## src/rtl/alu_rs_pkg.sv

```systemverilog
// rtl/alu_rs_pkg.sv - shared constants for the ALU reservation station
package alu_rs_pkg;

  // Datapath widths
  localparam int ROB_W  = 5;
  localparam int XLEN   = 32;
  localparam int TYPE_W = 7;
  localparam int OP_W   = 4;

  // Major opcodes routed to this station
  localparam logic [TYPE_W-1:0] OP_R    = 7'b0110011;
  localparam logic [TYPE_W-1:0] OP_I    = 7'b0010011;
  localparam logic [TYPE_W-1:0] OP_B    = 7'b1100011;
  localparam logic [TYPE_W-1:0] OP_JAL  = 7'b1101111;
  localparam logic [TYPE_W-1:0] OP_JALR = 7'b1100111;

  // ALU operation encodings carried in the op field
  localparam logic [OP_W-1:0] ALU_ADD  = 4'd0;
  localparam logic [OP_W-1:0] ALU_SUB  = 4'd1;
  localparam logic [OP_W-1:0] ALU_SLL  = 4'd2;
  localparam logic [OP_W-1:0] ALU_SLT  = 4'd3;
  localparam logic [OP_W-1:0] ALU_SLTU = 4'd4;
  localparam logic [OP_W-1:0] ALU_XOR  = 4'd5;
  localparam logic [OP_W-1:0] ALU_SRL  = 4'd6;
  localparam logic [OP_W-1:0] ALU_SRA  = 4'd7;
  localparam logic [OP_W-1:0] ALU_OR   = 4'd8;
  localparam logic [OP_W-1:0] ALU_AND  = 4'd9;

endpackage

```

## src/rtl/alu_rs_if.sv

```systemverilog
// rtl/alu_rs_if.sv - dispatch, CDB snoop and ALU issue bundle for the reservation station
interface alu_rs_if #(
  parameter int ROB_W = alu_rs_pkg::ROB_W
);
  import alu_rs_pkg::*;

  // Flush
  logic              clear;

  // Dispatch
  logic              dp_valid;
  logic [ROB_W-1:0]  dp_rob_id;
  logic [TYPE_W-1:0] dp_type;
  logic [OP_W-1:0]   dp_op;
  logic              dp_qj_busy;
  logic              dp_qk_busy;
  logic [ROB_W-1:0]  dp_qj;
  logic [ROB_W-1:0]  dp_qk;
  logic [XLEN-1:0]   dp_vj;
  logic [XLEN-1:0]   dp_vk;
  logic              rs_full;

  // Result broadcast buses
  logic              cdb_alu_ready;
  logic [ROB_W-1:0]  cdb_alu_rob_id;
  logic [XLEN-1:0]   cdb_alu_value;
  logic              cdb_lsb_ready;
  logic [ROB_W-1:0]  cdb_lsb_rob_id;
  logic [XLEN-1:0]   cdb_lsb_value;

  // Issue to ALU
  logic              alu_ready;
  logic [ROB_W-1:0]  alu_rob_id;
  logic [TYPE_W-1:0] alu_type;
  logic [OP_W-1:0]   alu_op;
  logic [XLEN-1:0]   alu_v1;
  logic [XLEN-1:0]   alu_v2;

  modport master (
    output clear, dp_valid, dp_rob_id, dp_type, dp_op,
           dp_qj_busy, dp_qk_busy, dp_qj, dp_qk, dp_vj, dp_vk,
           cdb_alu_ready, cdb_alu_rob_id, cdb_alu_value,
           cdb_lsb_ready, cdb_lsb_rob_id, cdb_lsb_value,
    input  rs_full, alu_ready, alu_rob_id, alu_type, alu_op, alu_v1, alu_v2
  );

  modport slave (
    input  clear, dp_valid, dp_rob_id, dp_type, dp_op,
           dp_qj_busy, dp_qk_busy, dp_qj, dp_qk, dp_vj, dp_vk,
           cdb_alu_ready, cdb_alu_rob_id, cdb_alu_value,
           cdb_lsb_ready, cdb_lsb_rob_id, cdb_lsb_value,
    output rs_full, alu_ready, alu_rob_id, alu_type, alu_op, alu_v1, alu_v2
  );

endinterface

```

## src/rtl/alu_rs_pick.sv

```systemverilog
// rtl/alu_rs_pick.sv - lowest-index find-first over a request vector
module alu_rs_pick #(
  parameter int N     = 8,
  parameter int IDX_W = (N > 1) ? $clog2(N) : 1
) (
  input  logic [N-1:0]     req,
  output logic             found,
  output logic [IDX_W-1:0] idx
);

  // Scan downward so the lowest set bit is the last one to win.
  always_comb begin
    found = 1'b0;
    idx   = '0;
    for (int i = N - 1; i >= 0; i--) begin
      if (req[i]) begin
        found = 1'b1;
        idx   = IDX_W'(i);
      end
    end
  end

endmodule

```

## src/rtl/alu_rs.sv

```systemverilog
// rtl/alu_rs.sv - reservation station feeding the single-cycle ALU
module alu_rs #(
  parameter int RS_SIZE = 8,
  parameter int ROB_W   = alu_rs_pkg::ROB_W
) (
  input logic     clk_in,
  input logic     rst_in,
  input logic     rdy_in,
  alu_rs_if.slave bus
);
  import alu_rs_pkg::*;

  localparam int IDX_W = $clog2(RS_SIZE);

  // Entry storage
  logic [RS_SIZE-1:0] valid_q;
  logic [RS_SIZE-1:0] qj_busy_q;
  logic [RS_SIZE-1:0] qk_busy_q;
  logic [ROB_W-1:0]   rob_q  [RS_SIZE];
  logic [ROB_W-1:0]   qj_q   [RS_SIZE];
  logic [ROB_W-1:0]   qk_q   [RS_SIZE];
  logic [TYPE_W-1:0]  type_q [RS_SIZE];
  logic [OP_W-1:0]    op_q   [RS_SIZE];
  logic [XLEN-1:0]    vj_q   [RS_SIZE];
  logic [XLEN-1:0]    vk_q   [RS_SIZE];

  // Scheduling
  logic [RS_SIZE-1:0] ready_vec;
  logic [RS_SIZE-1:0] free_vec;
  logic               free_found;
  logic               ready_found;
  logic [IDX_W-1:0]   free_idx;
  logic [IDX_W-1:0]   ready_idx;
  logic               do_issue;
  logic               do_dispatch;

  // Per-entry CDB tag hits on pending operands
  logic [RS_SIZE-1:0] j_alu_hit;
  logic [RS_SIZE-1:0] j_lsb_hit;
  logic [RS_SIZE-1:0] k_alu_hit;
  logic [RS_SIZE-1:0] k_lsb_hit;

  // Dispatched operands after same-cycle CDB bypass
  logic               dp_qj_busy_n;
  logic               dp_qk_busy_n;
  logic [XLEN-1:0]    dp_vj_n;
  logic [XLEN-1:0]    dp_vk_n;

  // Readiness only looks at registered state, so a fresh dispatch cannot issue in its own cycle.
  assign ready_vec = valid_q & ~qj_busy_q & ~qk_busy_q;
  assign free_vec  = ~valid_q;

  alu_rs_pick #(.N(RS_SIZE), .IDX_W(IDX_W)) u_pick_free (
    .req   (free_vec),
    .found (free_found),
    .idx   (free_idx)
  );

  alu_rs_pick #(.N(RS_SIZE), .IDX_W(IDX_W)) u_pick_ready (
    .req   (ready_vec),
    .found (ready_found),
    .idx   (ready_idx)
  );

  // Every entry valid means no free slot; a slot freed by issue shows up only after the edge.
  assign bus.rs_full  = &valid_q;
  assign do_issue     = ready_found & rdy_in & ~bus.clear;
  assign bus.alu_ready = do_issue;
  assign do_dispatch  = bus.dp_valid & free_found;

  // Compare every pending operand tag against both broadcast buses.
  always_comb begin
    j_alu_hit = '0;
    j_lsb_hit = '0;
    k_alu_hit = '0;
    k_lsb_hit = '0;
    for (int i = 0; i < RS_SIZE; i++) begin
      j_alu_hit[i] = valid_q[i] & qj_busy_q[i] & bus.cdb_alu_ready & (bus.cdb_alu_rob_id == qj_q[i]);
      j_lsb_hit[i] = valid_q[i] & qj_busy_q[i] & bus.cdb_lsb_ready & (bus.cdb_lsb_rob_id == qj_q[i]);
      k_alu_hit[i] = valid_q[i] & qk_busy_q[i] & bus.cdb_alu_ready & (bus.cdb_alu_rob_id == qk_q[i]);
      k_lsb_hit[i] = valid_q[i] & qk_busy_q[i] & bus.cdb_lsb_ready & (bus.cdb_lsb_rob_id == qk_q[i]);
    end
  end

  // Resolve dispatched operands whose producer is broadcasting right now.
  always_comb begin
    dp_qj_busy_n = bus.dp_qj_busy;
    dp_vj_n      = bus.dp_vj;
    dp_qk_busy_n = bus.dp_qk_busy;
    dp_vk_n      = bus.dp_vk;
    if (bus.dp_qj_busy) begin
      if (bus.cdb_alu_ready && bus.cdb_alu_rob_id == bus.dp_qj) begin
        dp_qj_busy_n = 1'b0;
        dp_vj_n      = bus.cdb_alu_value;
      end else if (bus.cdb_lsb_ready && bus.cdb_lsb_rob_id == bus.dp_qj) begin
        dp_qj_busy_n = 1'b0;
        dp_vj_n      = bus.cdb_lsb_value;
      end
    end
    if (bus.dp_qk_busy) begin
      if (bus.cdb_alu_ready && bus.cdb_alu_rob_id == bus.dp_qk) begin
        dp_qk_busy_n = 1'b0;
        dp_vk_n      = bus.cdb_alu_value;
      end else if (bus.cdb_lsb_ready && bus.cdb_lsb_rob_id == bus.dp_qk) begin
        dp_qk_busy_n = 1'b0;
        dp_vk_n      = bus.cdb_lsb_value;
      end
    end
  end

  // Entry table: flush, wake-up, issue invalidation and dispatch write.
  always_ff @(posedge clk_in or posedge rst_in) begin
    if (rst_in) begin
      valid_q   <= '0;
      qj_busy_q <= '0;
      qk_busy_q <= '0;
      for (int i = 0; i < RS_SIZE; i++) begin
        rob_q[i]  <= '0;
        qj_q[i]   <= '0;
        qk_q[i]   <= '0;
        type_q[i] <= '0;
        op_q[i]   <= '0;
        vj_q[i]   <= '0;
        vk_q[i]   <= '0;
      end
    end else if (rdy_in) begin
      if (bus.clear) begin
        valid_q <= '0;
      end else begin
        for (int i = 0; i < RS_SIZE; i++) begin
          if (j_alu_hit[i]) begin
            qj_busy_q[i] <= 1'b0;
            vj_q[i]      <= bus.cdb_alu_value;
          end else if (j_lsb_hit[i]) begin
            qj_busy_q[i] <= 1'b0;
            vj_q[i]      <= bus.cdb_lsb_value;
          end
          if (k_alu_hit[i]) begin
            qk_busy_q[i] <= 1'b0;
            vk_q[i]      <= bus.cdb_alu_value;
          end else if (k_lsb_hit[i]) begin
            qk_busy_q[i] <= 1'b0;
            vk_q[i]      <= bus.cdb_lsb_value;
          end
        end
        if (do_issue) begin
          valid_q[ready_idx] <= 1'b0;
        end
        // The free slot was invalid before this edge, so it never collides with the issued one.
        if (do_dispatch) begin
          valid_q[free_idx]   <= 1'b1;
          rob_q[free_idx]     <= bus.dp_rob_id;
          type_q[free_idx]    <= bus.dp_type;
          op_q[free_idx]      <= bus.dp_op;
          qj_q[free_idx]      <= bus.dp_qj;
          qk_q[free_idx]      <= bus.dp_qk;
          qj_busy_q[free_idx] <= dp_qj_busy_n;
          qk_busy_q[free_idx] <= dp_qk_busy_n;
          vj_q[free_idx]      <= dp_vj_n;
          vk_q[free_idx]      <= dp_vk_n;
        end
      end
    end
  end

  // Issued uop registers; they hold so the ALU can compute during the following cycle.
  always_ff @(posedge clk_in or posedge rst_in) begin
    if (rst_in) begin
      bus.alu_rob_id <= '0;
      bus.alu_type   <= '0;
      bus.alu_op     <= '0;
      bus.alu_v1     <= '0;
      bus.alu_v2     <= '0;
    end else if (rdy_in) begin
      if (bus.clear) begin
        bus.alu_rob_id <= '0;
        bus.alu_type   <= '0;
        bus.alu_op     <= '0;
        bus.alu_v1     <= '0;
        bus.alu_v2     <= '0;
      end else if (do_issue) begin
        bus.alu_rob_id <= rob_q[ready_idx];
        bus.alu_type   <= type_q[ready_idx];
        bus.alu_op     <= op_q[ready_idx];
        bus.alu_v1     <= vj_q[ready_idx];
        bus.alu_v2     <= vk_q[ready_idx];
      end
    end
  end

endmodule

```

## src/flat_wrapper.sv

```systemverilog
// flat-port wrapper written by rule: the top's interface ports become plain ports
module alu_rs_flat import alu_rs_pkg::*;
#(
  parameter int RS_SIZE = 8,
  parameter int ROB_W   = alu_rs_pkg::ROB_W
)
  (clk_in, rst_in, rdy_in, bus_clear, bus_dp_valid, bus_dp_rob_id, bus_dp_type, bus_dp_op, bus_dp_qj_busy, bus_dp_qk_busy, bus_dp_qj, bus_dp_qk, bus_dp_vj, bus_dp_vk, bus_cdb_alu_ready, bus_cdb_alu_rob_id, bus_cdb_alu_value, bus_cdb_lsb_ready, bus_cdb_lsb_rob_id, bus_cdb_lsb_value, bus_rs_full, bus_alu_ready, bus_alu_rob_id, bus_alu_type, bus_alu_op, bus_alu_v1, bus_alu_v2);
  alu_rs_if #(.ROB_W(ROB_W)) bus_i ();
  input logic clk_in;
  input logic rst_in;
  input logic rdy_in;
  input wire logic [$bits(bus_i.clear)-1:0] bus_clear;
  input wire logic [$bits(bus_i.dp_valid)-1:0] bus_dp_valid;
  input wire logic [$bits(bus_i.dp_rob_id)-1:0] bus_dp_rob_id;
  input wire logic [$bits(bus_i.dp_type)-1:0] bus_dp_type;
  input wire logic [$bits(bus_i.dp_op)-1:0] bus_dp_op;
  input wire logic [$bits(bus_i.dp_qj_busy)-1:0] bus_dp_qj_busy;
  input wire logic [$bits(bus_i.dp_qk_busy)-1:0] bus_dp_qk_busy;
  input wire logic [$bits(bus_i.dp_qj)-1:0] bus_dp_qj;
  input wire logic [$bits(bus_i.dp_qk)-1:0] bus_dp_qk;
  input wire logic [$bits(bus_i.dp_vj)-1:0] bus_dp_vj;
  input wire logic [$bits(bus_i.dp_vk)-1:0] bus_dp_vk;
  input wire logic [$bits(bus_i.cdb_alu_ready)-1:0] bus_cdb_alu_ready;
  input wire logic [$bits(bus_i.cdb_alu_rob_id)-1:0] bus_cdb_alu_rob_id;
  input wire logic [$bits(bus_i.cdb_alu_value)-1:0] bus_cdb_alu_value;
  input wire logic [$bits(bus_i.cdb_lsb_ready)-1:0] bus_cdb_lsb_ready;
  input wire logic [$bits(bus_i.cdb_lsb_rob_id)-1:0] bus_cdb_lsb_rob_id;
  input wire logic [$bits(bus_i.cdb_lsb_value)-1:0] bus_cdb_lsb_value;
  output wire logic [$bits(bus_i.rs_full)-1:0] bus_rs_full;
  output wire logic [$bits(bus_i.alu_ready)-1:0] bus_alu_ready;
  output wire logic [$bits(bus_i.alu_rob_id)-1:0] bus_alu_rob_id;
  output wire logic [$bits(bus_i.alu_type)-1:0] bus_alu_type;
  output wire logic [$bits(bus_i.alu_op)-1:0] bus_alu_op;
  output wire logic [$bits(bus_i.alu_v1)-1:0] bus_alu_v1;
  output wire logic [$bits(bus_i.alu_v2)-1:0] bus_alu_v2;
  assign bus_i.clear = bus_clear;
  assign bus_i.dp_valid = bus_dp_valid;
  assign bus_i.dp_rob_id = bus_dp_rob_id;
  assign bus_i.dp_type = bus_dp_type;
  assign bus_i.dp_op = bus_dp_op;
  assign bus_i.dp_qj_busy = bus_dp_qj_busy;
  assign bus_i.dp_qk_busy = bus_dp_qk_busy;
  assign bus_i.dp_qj = bus_dp_qj;
  assign bus_i.dp_qk = bus_dp_qk;
  assign bus_i.dp_vj = bus_dp_vj;
  assign bus_i.dp_vk = bus_dp_vk;
  assign bus_i.cdb_alu_ready = bus_cdb_alu_ready;
  assign bus_i.cdb_alu_rob_id = bus_cdb_alu_rob_id;
  assign bus_i.cdb_alu_value = bus_cdb_alu_value;
  assign bus_i.cdb_lsb_ready = bus_cdb_lsb_ready;
  assign bus_i.cdb_lsb_rob_id = bus_cdb_lsb_rob_id;
  assign bus_i.cdb_lsb_value = bus_cdb_lsb_value;
  assign bus_rs_full = bus_i.rs_full;
  assign bus_alu_ready = bus_i.alu_ready;
  assign bus_alu_rob_id = bus_i.alu_rob_id;
  assign bus_alu_type = bus_i.alu_type;
  assign bus_alu_op = bus_i.alu_op;
  assign bus_alu_v1 = bus_i.alu_v1;
  assign bus_alu_v2 = bus_i.alu_v2;
  alu_rs #(.RS_SIZE(RS_SIZE), .ROB_W(ROB_W)) u_core (.clk_in(clk_in), .rst_in(rst_in), .rdy_in(rdy_in), .bus(bus_i));
endmodule
```

## config.mk

```make
export PLATFORM = sky130hd
export DESIGN_NAME = alu_rs_flat
export DESIGN_NICKNAME = d
export VERILOG_FILES = /design/src/rtl/alu_rs_pkg.sv /design/src/rtl/alu_rs_if.sv /design/src/rtl/alu_rs_pick.sv /design/src/rtl/alu_rs.sv /design/src/flat_wrapper.sv
export SDC_FILE = /design/constraint.sdc
export NUM_CORES = 2
export LEC_CHECK = 0
export BUFFER_PORTS_ARGS = -buffer_cell sky130_fd_sc_hd__buf_2
export CAP_MARGIN = 20
export CORE_MARGIN = 1.5
export CORE_UTILIZATION = 40
export DETAILED_ROUTE_END_ITERATION = 8
export GPL_TIMING_DRIVEN = 0
export PLACE_DENSITY = 0.59
export SETUP_SLACK_MARGIN = 0.2
export SYNTH_ARGS = -nofsm -noshare
export SYNTH_HDL_FRONTEND = slang
export SYNTH_SLANG_ARGS = --single-unit
```

## constraint.sdc

```tcl
create_clock -name clk_in -period 30.4 [get_ports clk_in]
set_clock_uncertainty 0.15 [all_clocks]
set_input_delay 0 -clock clk_in [delete_from_list [all_inputs] [get_ports clk_in]]
set_output_delay 0 -clock clk_in [all_outputs]
set_load 0.01 [all_outputs]
```

==> run_results.csv <==
group,metric,value,unit
power,ir_drop,0.0625,mV
placed_design,hpwl,224000,µm
power,switchingPower,1.03,mW
setup_path,crit_required,30920,ps
die,ios,255,
power,netSwitchingFraction,31.8,%
run,drv_cap,0,
global_route,grt-ovfl-total,0,
sta,fin_hold_ws,-27.3,ps
setup_path,max_stage_delay,910,ps
logic_synthesis,ys.flop_type,"dfrtp_1",
sta,slew_viol_final,0,
power,p_int,2.21,mW
drt,drc,0,
logic_synthesis,syn_inst,5439,
sta,period_share,17.0,%
logic_synthesis,ys_warn_count,0,
drt,ant_nets,0,
drt,wl_per_cell,40.4,µm
clock_network,cts.clk_slew.worst_paths,70,ps
die,core_area,0.129,mm²
logic_synthesis,async_reset_ff_share,100,%
setup_path,cp_slowest_cell,"clkbuf_1",
clock_network,clk_path_buf_depth,3,
clock_network,cts-root-buf,"clkbuf_16",
sta,maxSlewHeadroom,7.58,%
final_layout,drive_gt1_share,13.7,%
setup_path,cp-start-kind,"register",
final_layout,layout_commonest_cell,"dfrtp_1",
logic_synthesis,netlist_area,0.0521,mm²
sta,finalSetupTns,0,ps
die,initial_core_util,40.3,%
worst_hold_path,hold_end,"u_core.vk_q[181]",
clock_network,cts_setup_buffers,0,
clock_network,cts_tree,"yes",
die,die_h,364,µm
setup_path,crit_top_cell,"clkbuf_1",
drt,first_pass_iters,8,
final_layout,final_cell_mix,"dfrtp_1, mux2i_1, clkbuf_1, nand2_1, a221o_1",
logic_synthesis,ys_seq_area_share,39.6,%
final_layout,nNetsFinal,6106,
power,clock_power_share,41.7,%
setup_path,end_kind,"register",
sta,final_hold_viol_count,6,
power,pwr-share-seq,40.3,%
final_layout,fin_cells,7774,
sta,period_minus_slack,5180,ps
sta,fmax,0.193,GHz
sta,finalWorstSetupSlack,25220,ps
drt,wl,314000,µm
drt,vias,55700,
die,rows,132,
final_layout,syn_to_final_growth,18.0,%
placed_design,dpl.cell_count,7389,
run_status,status,"complete, but fails checks",
placed_design,gp_congestion,1.07,
global_route,grt_pass1_vias,52400,
worst_hold_path,hold_class,"in -> reg",
logic_synthesis,avgSynthCellArea,9.57,µm²
power,power_leakage,28.2,nW
drt,drt-initial-drc-count,9754,
setup_path,r2r_slack,25220,ps
setup_path,crit_type,"reg -> reg",
global_route,grt_first_pass_wirelength,429000,µm
run_status,violations,"negative hold slack",
worst_hold_path,whs_path_depth,5,
setup_path,reg2reg_depth,9,
clock_network,cts_buffers,101,
logic_synthesis,yosysUniqueCellTypes,71,
setup_path,arrival,5700,ps
clock_network,cts.sinks,824,
logic_synthesis,synth.net_count,5612,
power,combinationalPowerShare,18.0,%
die,die-area,0.132,mm²
placed_design,portBuffers,170,
sta,rsz0062_at_grt,"no",
setup_path,timing.rr.start,"u_core.qj_busy_q[2]",
global_route,grt_max_degree,129,
logic_synthesis,synth_edf_count,0,
global_route,grt_util_all_layers,46.2,%
global_route,antenna_found_initial,35,
setup_path,crit_fanout,10,
power,p_per_area,52.7,mW/mm²
setup_path,crit_chain,"or3b_2, nand2_1, buf_2, clkbuf_1, clkbuf_1, a21oi_1, o21ai_0, o211ai_1, nand3_1",
setup_path,rr_endpoint,"u_core.bus.alu_v2[16]",
clock_network,ctsHtreeMaxLevel,3,
die,die_x,364,µm
placed_design,pre_cts_ws,25830,ps
clock_network,clock_latency,770,ps
sta,worst_slew_pin_slew,1390,ps
sta,finalSetupViolCount,0,
drt,via_per_inst,7.17,
worst_hold_path,hold_path_startpoint,"bus_cdb_alu_value[21]",
logic_synthesis,ys_ff_latch,824,
[area by class of cell]
type	instances	area, µm²
Clock inverter	34	504
Multi-Input combinational cell	3921	28600
Sequential cell	824	20600
Clock buffer	151	3060
Timing Repair Buffer	391	3500
Buffer	679	2860
Inverter	15	63.8
Antenna cell	17	42.5
Fill cell	12300	67900
Tap cell	1742	2180
[per-layer routing]
layer / global-route usage [%] / wire length (µm) / vias to the layer above
met3: 19.9 / 45400 / 1148
met5: 0 / 422 / -
met4: 35.7 / 27900 / 32
li1: - / - / 21800
met2: 62.0 / 124000 / 4898
met1: 57.6 / 116000 / 27900
[synthesized netlist by cell type, types with 18 or more instances]
| master | n | share of area, % |
|---|---|---|
| a211oi_1 | 399 | 5.8 |
| a21o_1 | 21 | 0.30 |
| a21oi_1 | 220 | 2.1 |
| a221o_1 | 448 | 8.6 |
| a22oi_1 | 62 | 0.89 |
| a2bb2oi_1 | 58 | 0.98 |
| a2bb2oi_2 | 32 | 0.92 |
| a2bb2oi_4 | 18 | 0.91 |
| a31o_2 | 21 | 0.35 |
| a32o_1 | 32 | 0.62 |
| and3_1 | 23 | 0.28 |
| buf_1 | 40 | 0.29 |
| buf_2 | 125 | 1.2 |
| buf_4 | 28 | 0.40 |
| clkbuf_1 | 480 | 3.5 |
| dfrtp_1 | 824 | 40 |
| mux2_2 | 147 | 3.2 |
| mux2i_1 | 509 | 9.8 |
| nand2_1 | 486 | 3.5 |
| nand3_1 | 67 | 0.64 |
| nand4_1 | 27 | 0.32 |
| nor2_1 | 434 | 3.1 |
| nor4_1 | 32 | 0.38 |
| o211ai_1 | 53 | 0.76 |
| o21ai_0 | 229 | 2.2 |
| o221ai_1 | 50 | 0.84 |
| o22ai_1 | 197 | 2.4 |
| o22ai_2 | 20 | 0.48 |
| xnor2_1 | 50 | 0.84 |
| xor2_1 | 129 | 2.2 |
[metrics by stage]
step | utilization, % | cell area, µm² | power [mW]
3_3_place_gp | 42.6 | 55100 | 1.83
6_report | 47.5 | 61400 | 3.24
4_1_cts | 47.2 | 61000 | 3.19
3_5_place_dp | 43.2 | 55900 | 1.85
5_1_grt | 47.5 | 61400 | 3.29
2_1_floorplan | - | 52100 | 1.61
[power by group through the flow]
stage	clock network (mW)	registers, mW	logic (mW)
after global placement	0	1.32	0.519
after global routing	1.38	1.31	0.598
after CTS	1.34	1.30	0.552
final	1.35	1.30	0.582
after floorplan	0	1.29	0.317
after detailed placement	0	1.31	0.534
[kinds of logic (layout without fill, tap and decap cells)]
logic type      after synthesis  after routing  synth area share (%)
compound gates             1933           1933                  29.3
buf+inv                     694           1270                  5.59
other cells                   0             17                     0
simple gates               1143           1143                  9.26
xor+xnor                    180            180                  3.04
mux                         665            665                  13.2
flops                       824            824                  39.6
[how the worst max path moves through the flow]
| stage | endpoint | slack (ps) | cells past startpoint | startpoint |
|---|---|---|---|---|
| floorplan | u_core.bus.alu_op[0] | 7100 | 1 | rst_in |
| global placement | u_core.vk_q[123] | -4920 | 2 | rst_in |
| detailed placement | u_core.bus.alu_v2[16] | 25830 | 9 | u_core.qk_busy_q[2] |
| CTS | u_core.vj_q[95] | 25620 | 10 | u_core.valid_q[7] |
| global route | u_core.vj_q[95] | 25350 | 10 | u_core.valid_q[7] |
| finish | u_core.bus.alu_v2[16] | 25220 | 9 | u_core.qj_busy_q[2] |
[flip-flops by register name, summed over array words and instances (netlist names)]
name                   cells
u_core.qj_q               40
u_core.type_q             56
u_core.bus.alu_type        7
u_core.vk_q              256
u_core.qk_q               40
u_core.qj_busy_q           8
u_core.vj_q              256
u_core.rob_q              40
u_core.bus.alu_rob_id      5
u_core.bus.alu_v1         32
u_core.op_q               32
u_core.qk_busy_q           8
u_core.bus.alu_v2         32
u_core.bus.alu_op          4
u_core.valid_q             8
[what timing repair did]
| action | CTS | global route |
|---|---|---|
| setup endpoints to repair | 0 | 0 |
| gates resized for setup | 0 | 0 |
| hold buffers | 157 | 5 |
| endpoints found under the hold margin | 1063 | 15 |
[critical path: cells and delay by family (launching register included)]
family | cells | cell delay, ps
AOI/OAI and AO/OA | 3 | 750
buffers and inverters | 3 | 2550
DFF | 1 | 470
and+or+nand+nor | 3 | 1120
Note: power is estimated with default switching activity, not from simulation.
